**src/rtl/proc_req_queue_if.sv**
```systemverilog
// Processor request / segregator handshake bundle for proc_req_queue.
// master = processor plus cache controller side, slave = the queue itself.
interface proc_req_queue_if #(
    parameter int ADDR_WID = 32,
    parameter int PTR_WID  = 2
);
    logic                proc_rd;
    logic                proc_wr;
    logic [ADDR_WID-1:0] proc_addr;
    logic                proc_stall;
    logic                err_illegal;
    logic                cmd_rd;
    logic                cmd_wr;
    logic [ADDR_WID-1:0] address;
    logic                cmd_done;
    logic [PTR_WID:0]    count;

    modport master (
        output proc_rd, proc_wr, proc_addr, cmd_done,
        input  proc_stall, err_illegal, cmd_rd, cmd_wr, address, count
    );

    modport slave (
        input  proc_rd, proc_wr, proc_addr, cmd_done,
        output proc_stall, err_illegal, cmd_rd, cmd_wr, address, count
    );
endinterface

```
**src/rtl/proc_req_queue.sv**
```systemverilog
// In-order processor request FIFO feeding the cache address segregator.
// Optional PROC_REQ_QUEUE_STATS_EN adds saturating accepted-read/write counters.
module proc_req_queue #(
    parameter int ADDR_WID = 32,
    parameter int DEPTH    = 4,
    parameter int PTR_WID  = 2
) (
    input  logic              clk,
    input  logic              rst_n,
    proc_req_queue_if.slave   bus
`ifdef PROC_REQ_QUEUE_STATS_EN
    ,
    output logic [15:0]       rd_accepted,
    output logic [15:0]       wr_accepted
`endif
);
    localparam logic [PTR_WID:0]   FULL_CNT = (PTR_WID+1)'(DEPTH);
    localparam logic [PTR_WID:0]   CNT_ONE  = (PTR_WID+1)'(1);
    localparam logic [PTR_WID-1:0] PTR_ONE  = PTR_WID'(1);

    // Entry layout: {is_wr, addr}
    logic [ADDR_WID:0]   mem [DEPTH];
    logic [PTR_WID-1:0]  wr_ptr;
    logic [PTR_WID-1:0]  rd_ptr;
    logic [PTR_WID:0]    count;
    logic [ADDR_WID-1:0] addr_hold;
    logic                err;

    logic              full;
    logic              empty;
    logic              push;
    logic              pop;
    logic [ADDR_WID:0] head;

    assign full  = (count == FULL_CNT);
    assign empty = (count == '0);
    assign push  = (bus.proc_rd ^ bus.proc_wr) & ~full;
    assign pop   = bus.cmd_done & ~empty;
    assign head  = mem[rd_ptr];

    always_ff @(posedge clk or negedge rst_n) begin
        if (!rst_n) begin
            wr_ptr    <= '0;
            rd_ptr    <= '0;
            count     <= '0;
            addr_hold <= '0;
            err       <= 1'b0;
        end else begin
            err <= bus.proc_rd & bus.proc_wr;
            if (push)
                wr_ptr <= wr_ptr + PTR_ONE;
            if (pop)
                rd_ptr <= rd_ptr + PTR_ONE;
            case ({push, pop})
                2'b10:   count <= count + CNT_ONE;
                2'b01:   count <= count - CNT_ONE;
                default: count <= count;
            endcase
            // Remember what is on the bus so address stays put once the queue drains
            if (!empty)
                addr_hold <= head[ADDR_WID-1:0];
        end
    end

    always_ff @(posedge clk) begin
        if (push)
            mem[wr_ptr] <= {bus.proc_wr, bus.proc_addr};
    end

    assign bus.proc_stall  = full;
    assign bus.err_illegal = err;
    assign bus.count       = count;
    assign bus.cmd_rd      = ~empty & ~head[ADDR_WID];
    assign bus.cmd_wr      = ~empty &  head[ADDR_WID];
    assign bus.address     = empty ? addr_hold : head[ADDR_WID-1:0];

`ifdef PROC_REQ_QUEUE_STATS_EN
    function automatic logic [15:0] sat_inc(input logic [15:0] v);
        return (v == 16'hFFFF) ? v : v + 16'd1;
    endfunction

    always_ff @(posedge clk or negedge rst_n) begin
        if (!rst_n) begin
            rd_accepted <= '0;
            wr_accepted <= '0;
        end else if (push) begin
            if (bus.proc_wr)
                wr_accepted <= sat_inc(wr_accepted);
            else
                rd_accepted <= sat_inc(rd_accepted);
        end
    end
`endif
endmodule
```
**src/flat_wrapper.sv**
```systemverilog
// flat-port wrapper written by rule: the top's interface ports become plain ports
module proc_req_queue_flat 
#(
    parameter int ADDR_WID = 32,
    parameter int DEPTH    = 4,
    parameter int PTR_WID  = 2
)
  (clk, rst_n, bus_proc_rd, bus_proc_wr, bus_proc_addr, bus_cmd_done, bus_proc_stall, bus_err_illegal, bus_cmd_rd, bus_cmd_wr, bus_address, bus_count);
  proc_req_queue_if #(.ADDR_WID(ADDR_WID), .PTR_WID(PTR_WID)) bus_i ();
  input  logic clk;
  input  logic rst_n;
  input wire logic [$bits(bus_i.proc_rd)-1:0] bus_proc_rd;
  input wire logic [$bits(bus_i.proc_wr)-1:0] bus_proc_wr;
  input wire logic [$bits(bus_i.proc_addr)-1:0] bus_proc_addr;
  input wire logic [$bits(bus_i.cmd_done)-1:0] bus_cmd_done;
  output wire logic [$bits(bus_i.proc_stall)-1:0] bus_proc_stall;
  output wire logic [$bits(bus_i.err_illegal)-1:0] bus_err_illegal;
  output wire logic [$bits(bus_i.cmd_rd)-1:0] bus_cmd_rd;
  output wire logic [$bits(bus_i.cmd_wr)-1:0] bus_cmd_wr;
  output wire logic [$bits(bus_i.address)-1:0] bus_address;
  output wire logic [$bits(bus_i.count)-1:0] bus_count;
  assign bus_i.proc_rd = bus_proc_rd;
  assign bus_i.proc_wr = bus_proc_wr;
  assign bus_i.proc_addr = bus_proc_addr;
  assign bus_i.cmd_done = bus_cmd_done;
  assign bus_proc_stall = bus_i.proc_stall;
  assign bus_err_illegal = bus_i.err_illegal;
  assign bus_cmd_rd = bus_i.cmd_rd;
  assign bus_cmd_wr = bus_i.cmd_wr;
  assign bus_address = bus_i.address;
  assign bus_count = bus_i.count;
  proc_req_queue #(.ADDR_WID(ADDR_WID), .DEPTH(DEPTH), .PTR_WID(PTR_WID)) u_core (.clk(clk), .rst_n(rst_n), .bus(bus_i));
endmodule
```
**config.mk**
```make
export PLATFORM = sky130hd
export DESIGN_NAME = proc_req_queue_flat
export DESIGN_NICKNAME = d
export VERILOG_FILES = /design/src/rtl/proc_req_queue_if.sv /design/src/rtl/proc_req_queue.sv /design/src/flat_wrapper.sv
export SDC_FILE = /design/constraint.sdc
export NUM_CORES = 1
export LEC_CHECK = 0
export BUFFER_PORTS_ARGS = -buffer_cell sky130_fd_sc_hd__buf_4
export CAP_MARGIN = 20
export CORE_ASPECT_RATIO = 0.9
export CORE_MARGIN = 2
export CORE_UTILIZATION = 52
export CTS_CLUSTER_DIAMETER = 100
export DETAILED_ROUTE_END_ITERATION = 10
export PLACE_DENSITY_LB_ADDON = 0.3
export SLEW_MARGIN = 20
export SYNTH_ARGS = -nofsm -noshare
export SYNTH_HDL_FRONTEND = slang
export SYNTH_SLANG_ARGS = --single-unit
export TNS_END_PERCENT = 30
```
**constraint.sdc**
```tcl
create_clock -name clk -period 2.15 [get_ports clk]
set_clock_uncertainty 0.15 [all_clocks]
set_input_delay 0.43 -clock clk [delete_from_list [all_inputs] [get_ports clk]]
set_output_delay 0.43 -clock clk [all_outputs]
set_load 0.005 [all_outputs]
```
* Word-level counts from Yosys, hierarchy flattened
Memory sizes are Yosys's and may differ from the RTL's.
Cells that the tools add are included.
** Word-level totals
- Bits in registers :: 40
- Bits in latches :: 0
- RAM bits :: 132
- Bits in read-only memories :: 0
- Output and inout port bits :: 39
- Logic and storage cells :: 28
- Memories :: 1
** Cells by class
- $add $sub $neg :: 4
- Multipliers :: 0
- Div/mod/pow operators :: 0
- Order comparisons :: 0
- Equality and inequality tests :: 3
- Shift operators :: 0
- Muxes and demuxes :: 4
- Bitwise gates (word level) :: 9
- Reductions and logical operators :: 2
** Memory list
- u_core.mem :: words 4, width 33, rd ports 1, clocked after memory_dff 0, write ports 1, RTL line proc_req_queue.sv:22 : logic [ADDR_WID:0] mem [DEPTH];
** Operator list (number)
- two-way mux 32 bit :: 1
- one-hot mux 3 bit (2 select lines) :: 1
- bitwise AND 1 bit :: 5
- adder 2 x 1 -> 2 bit (second input constant) :: 2
- adder 3 x 1 -> 3 bit (second input constant) :: 1
- == test 3 bit (second input constant) :: 1
- zero test 3 bit :: 1
- NOT 1 bit :: 3
- subtractor 3 x 1 -> 3 bit (second input constant) :: 1
- == test 2 x 1 -> 1 bit (second input constant) :: 1
- == test 2 bit (second input constant) :: 1
- two-way mux 1 bit :: 2
- nonzero test 2 bit :: 1
- bitwise XOR 1 bit :: 1

* Depth between registers and ports, before layout
- Depth in word-level cells :: 5
- Depth in mapped cells :: 9
- Mapped depth without buffers :: 9

* Least setup slack after synthesis
OpenSTA, ideal clock, no wires.
- Path kind :: input to register
- From :: input port bus_proc_wr
- To :: memory u_core.mem[0][0] (netlist bit) (enable)
- Arrival :: 1.867 ns
- Data required time :: 1.607 ns
- Setup slack :: -0.260 ns
- Stages :: 3
- Path buffers :: 0
- Cells stage by stage :: ha_1 > nor2b_1 > and2_1
** Between the ends
- Word-level cells in the longest chain between the ends :: 4
** Ends and longest elaborated chain
- from (decl) :: RTL line flat_wrapper.sv:13 : input wire logic [$bits(bus_i.proc_wr)-1:0] bus_proc_wr;
- bitwise XOR 1 bit :: RTL line proc_req_queue.sv:37 : assign push = (bus.proc_rd ^ bus.proc_wr) & ~full;
- bitwise AND 1 bit :: RTL line proc_req_queue.sv:37
- two-way mux 1 bit :: RTL line proc_req_queue.sv:66 : if (push)
- two-way mux 1 bit (not written as such) :: RTL line proc_req_queue.sv:67 : mem[wr_ptr] <= {bus.proc_wr, bus.proc_addr};
- to (decl) :: RTL line proc_req_queue.sv:22
Every way passes these cells.

* Final worst setup path
- From :: register u_core.rd_ptr[0]
- To :: output port bus_address[24]
** Between the ends
- Word-level cells in the longest chain between the ends :: 2
** Ends and longest elaborated chain
- from (decl) :: RTL line proc_req_queue.sv:24 : logic [PTR_WID-1:0] rd_ptr;
- from (signal assigned) :: RTL line proc_req_queue.sv:53 : rd_ptr <= rd_ptr + PTR_ONE;
- memory (4 x 33 bit)
- two-way mux 32 bit :: RTL line proc_req_queue.sv:75 : assign bus.address = empty ? addr_hold : head[ADDR_WID-1:0];
- to (decl) :: RTL line flat_wrapper.sv:20 : output wire logic [$bits(bus_i.address)-1:0] bus_address;
Every way passes these cells.

==> reports/qor.yml <==
synthSimpleGateAreaFrac_pct: 1.19
drc: 0
post_drt_wl_per_cell_microns: 20.4
drv_cap: 0
synth_warnings: 0
yosysTopAreaCell: "edfxtp_1"
worstSkewPairLatency_ps: 430
cellLeakagePower_nw: 3.17
gp_congestion: 0.686
finish.utilization_pct: 69.9
grt_pass1_wl_microns: 17300
final_area_sq_mm: 0.00844
via_per_inst: 5.25
worst_path_dominant_cell_family: "multiplexers"
core_sq_mm: 0.0121
portBuffers: 75
grt_max_degree: 41
syn_avg_cell_area_sq_um: 22.9
die_h_microns: 109
cts_max_level: 4
start_kind: "register"
startpoint: "u_core.rd_ptr[0]"
placed_cells: 529
synth_fa_ha_area_share_pct: 1.48
rsz0062_at_grt: "true"
multi_input_area_sq_mm: 0.00145
antenna_found_initial: 0
fillCellCount: 767
slew_headroom_pct: 60.7
path_common_cell: "buf_6"
die_area_sq_mm: 0.0133
io-pin-count: 76
initial_core_util_pct: 53.2
rr_endpoint: "u_core.bus.count[2]"
seq_area_sq_mm: 0.00497
grt_pass1_vias: 3128
clk_pin_slew_ps: 60
worstSetupPathType: "register to output pin"
vias: 3006
maxSlewViolCount: 0
drtPass1Iterations: 4
crit_required_ps: 1570
period_needed_ps: 2610
clockBufferDepth: 2
wl_met2_microns: 5770
synth_seq_cells: 172
final_nets: 444
drt_wl_total_microns: 11700
area_growth_pct: 31.3
top_layer: "met4"
fin_total_pwr_mw: 13.1
cp_cell_sequence: "buf_6 > clkbuf_16 > mux4_2 > mux2_4 > buf_6"
crit_buf_inv: 3
synth_cells: 281
endpoint_kind: "output pin"
status: "finished, violations left"
syn_area_sq_mm: 0.00643
r2r_start: "u_core.bus.count[0]"
dp_hpwl_microns: 6970
place_area_sq_mm: 0.00751
globalRouteOverflowTotal: 0
vdd_ir_drop_max_v: 0.000697
crit_slowest_cell: "mux4_2"
cts_buffers: 17
drt_iter0_drc: 268
rows: 38
path_max_fanout: 5
drive_gt1_share_pct: 51.3
hold_end: "u_core.mem[1][7]"
hold_depth: 1
slowest_delay_ps: 500
n_antenna_cell: 0
cts_sinks: 172
synth_top_area_share_pct: 61.7
hold_viol: 0
rr_worst_depth: 9
synth_area_leaders: "edfxtp_1 62%, dfrtp_1 16%, mux4_2 11%, mux2_2 5.8%, ha_1 1.2%"
fmax_ghz: 0.383
drtAntennaViolNets: 0
muxShareOfSynthArea_pct: 17.6
synth_compound_area_share_pct: 0
tightest_slew_ps: 590
synth_nets: 325
fin_cells: 573
setup_ws_ps: -460
ys_types: 22
violations: "negative setup slack"
power_density_mw_per_mm2: 1550
ys_seq_area_share_pct: 77.2
setup_viol: 35
synth-xor-area-share_pct: 0.817
track_usage_pct: 18.6
final.period_utilization_pct: 121
reg2reg_slack_ps: -50
m1WireLength_microns: 5050
met3_length_microns: 643
cts_tree: "yes"
root_buffer: "clkbuf_16"
hold_class: "input pin to register"
hp-start: "bus_proc_addr[7]"
critical_path_arrival_ps: 2030
synth_top_family_by_area: "multiplexers"
die_width_microns: 121
## through the flow
| step | hold slack (ps) | TNS (ps) | worst slack, ps |
|---|---|---|---|
| floorplan | -15.6 | -17110 | -259 |
| global placement | 325 | -61.6 | -61.6 |
| detailed placement | 333 | -230 | -217 |
| CTS | 28.4 | -14880 | -472 |
| global route | 36.6 | -16880 | -525 |
| finish | 49.4 | -14680 | -460 |
## per-layer routing
metal  up-vias  global-route usage (%)
met1      1527                    24.6
met2        93                    28.6
met3        21                    5.96
met5         -                       0
met4         0                    8.46
li1       1365                       -
## report_power, final
| group | total [mW] | switching (mW) | internal, mW |
|---|---|---|---|
| logic | 5.07 | 1.96 | 3.11 |
| registers | 4.87 | 0.300 | 4.57 |
| clock network | 3.13 | 1.20 | 1.94 |
| total | 13.1 | 3.46 | 9.61 |
## cells in the mapped netlist
master,n
ha_1,6
nor3b_1,1
nor2_1,2
nor3_2,1
nand3b_1,1
xnor2_1,3
clkbuf_1,1
mux2i_1,1
dfrtp_1,40
and2_1,4
buf_2,2
nor2b_1,3
mux4_2,31
xor2_1,3
mux4_1,2
mux2_2,33
buf_6,4
fa_1,1
buf_1,1
inv_1,6
buf_4,3
edfxtp_1,132
## final cells by class
type                            count  share of cell area (%)
Sequential cell                   172                    58.8
Multi-Input combinational cell     92                    17.2
Timing Repair Buffer              111                    14.2
Clock inverter                     12                    2.03
Inverter                            6                   0.267
Clock buffer                       20                    5.17
Tap cell                          160                    2.37
## kinds of logic (layout without fill, tap and decap cells)
group / Yosys count / in the layout
flip-flops: 172 / 172
AND/OR/NAND/NOR: 12 / 12
XOR/XNOR: 6 / 6
adder cells (fa/ha/maj): 7 / 7
multiplexers: 67 / 67
buffers and inverters: 17 / 149
## flip-flops by register name, summed over array words and instances, names as in the netlist
name                    cells
u_core.mem                132
u_core.addr_hold           32
u_core.bus.count            3
u_core.rd_ptr               2
u_core.wr_ptr               2
u_core.bus.err_illegal      1
## worst max-delay path by stage
stage                     cells after the start  slack (ps)                   to
final                                         5        -460      bus_address[24]
after detailed placement                     10        -220  u_core.bus.count[2]
after floorplan                               3        -260     u_core.mem[0][0]
after global placement                       10         -60  u_core.bus.count[2]
after CTS                                     4        -470       bus_address[9]
after global routing                          5        -530       bus_address[6]
## cells in the final DEF, fill, tap and decap left out, types with 3 or more instances in the layout
cell type,instances
and2_2,4
xor2_1,3
xnor2_1,3
clkbuf_16,20
clkbuf_1,3
edfxtp_1,132
dfrtp_1,38
bufinv_16,4
ha_1,6
nor2b_1,3
mux2_2,11
mux2_4,22
inv_1,6
mux4_2,33
buf_12,17
buf_4,65
buf_6,25
## repair_timing
item,4_1_cts,5_1_grt
gates cloned,0,4
hold buffers,1,0
setup buffers,0,7
gates resized for setup,21,29
pin swaps,1,0
hold endpoints to repair,40,0
endpoints found under the setup margin,35,35
(Power assumes the default switching activity.)
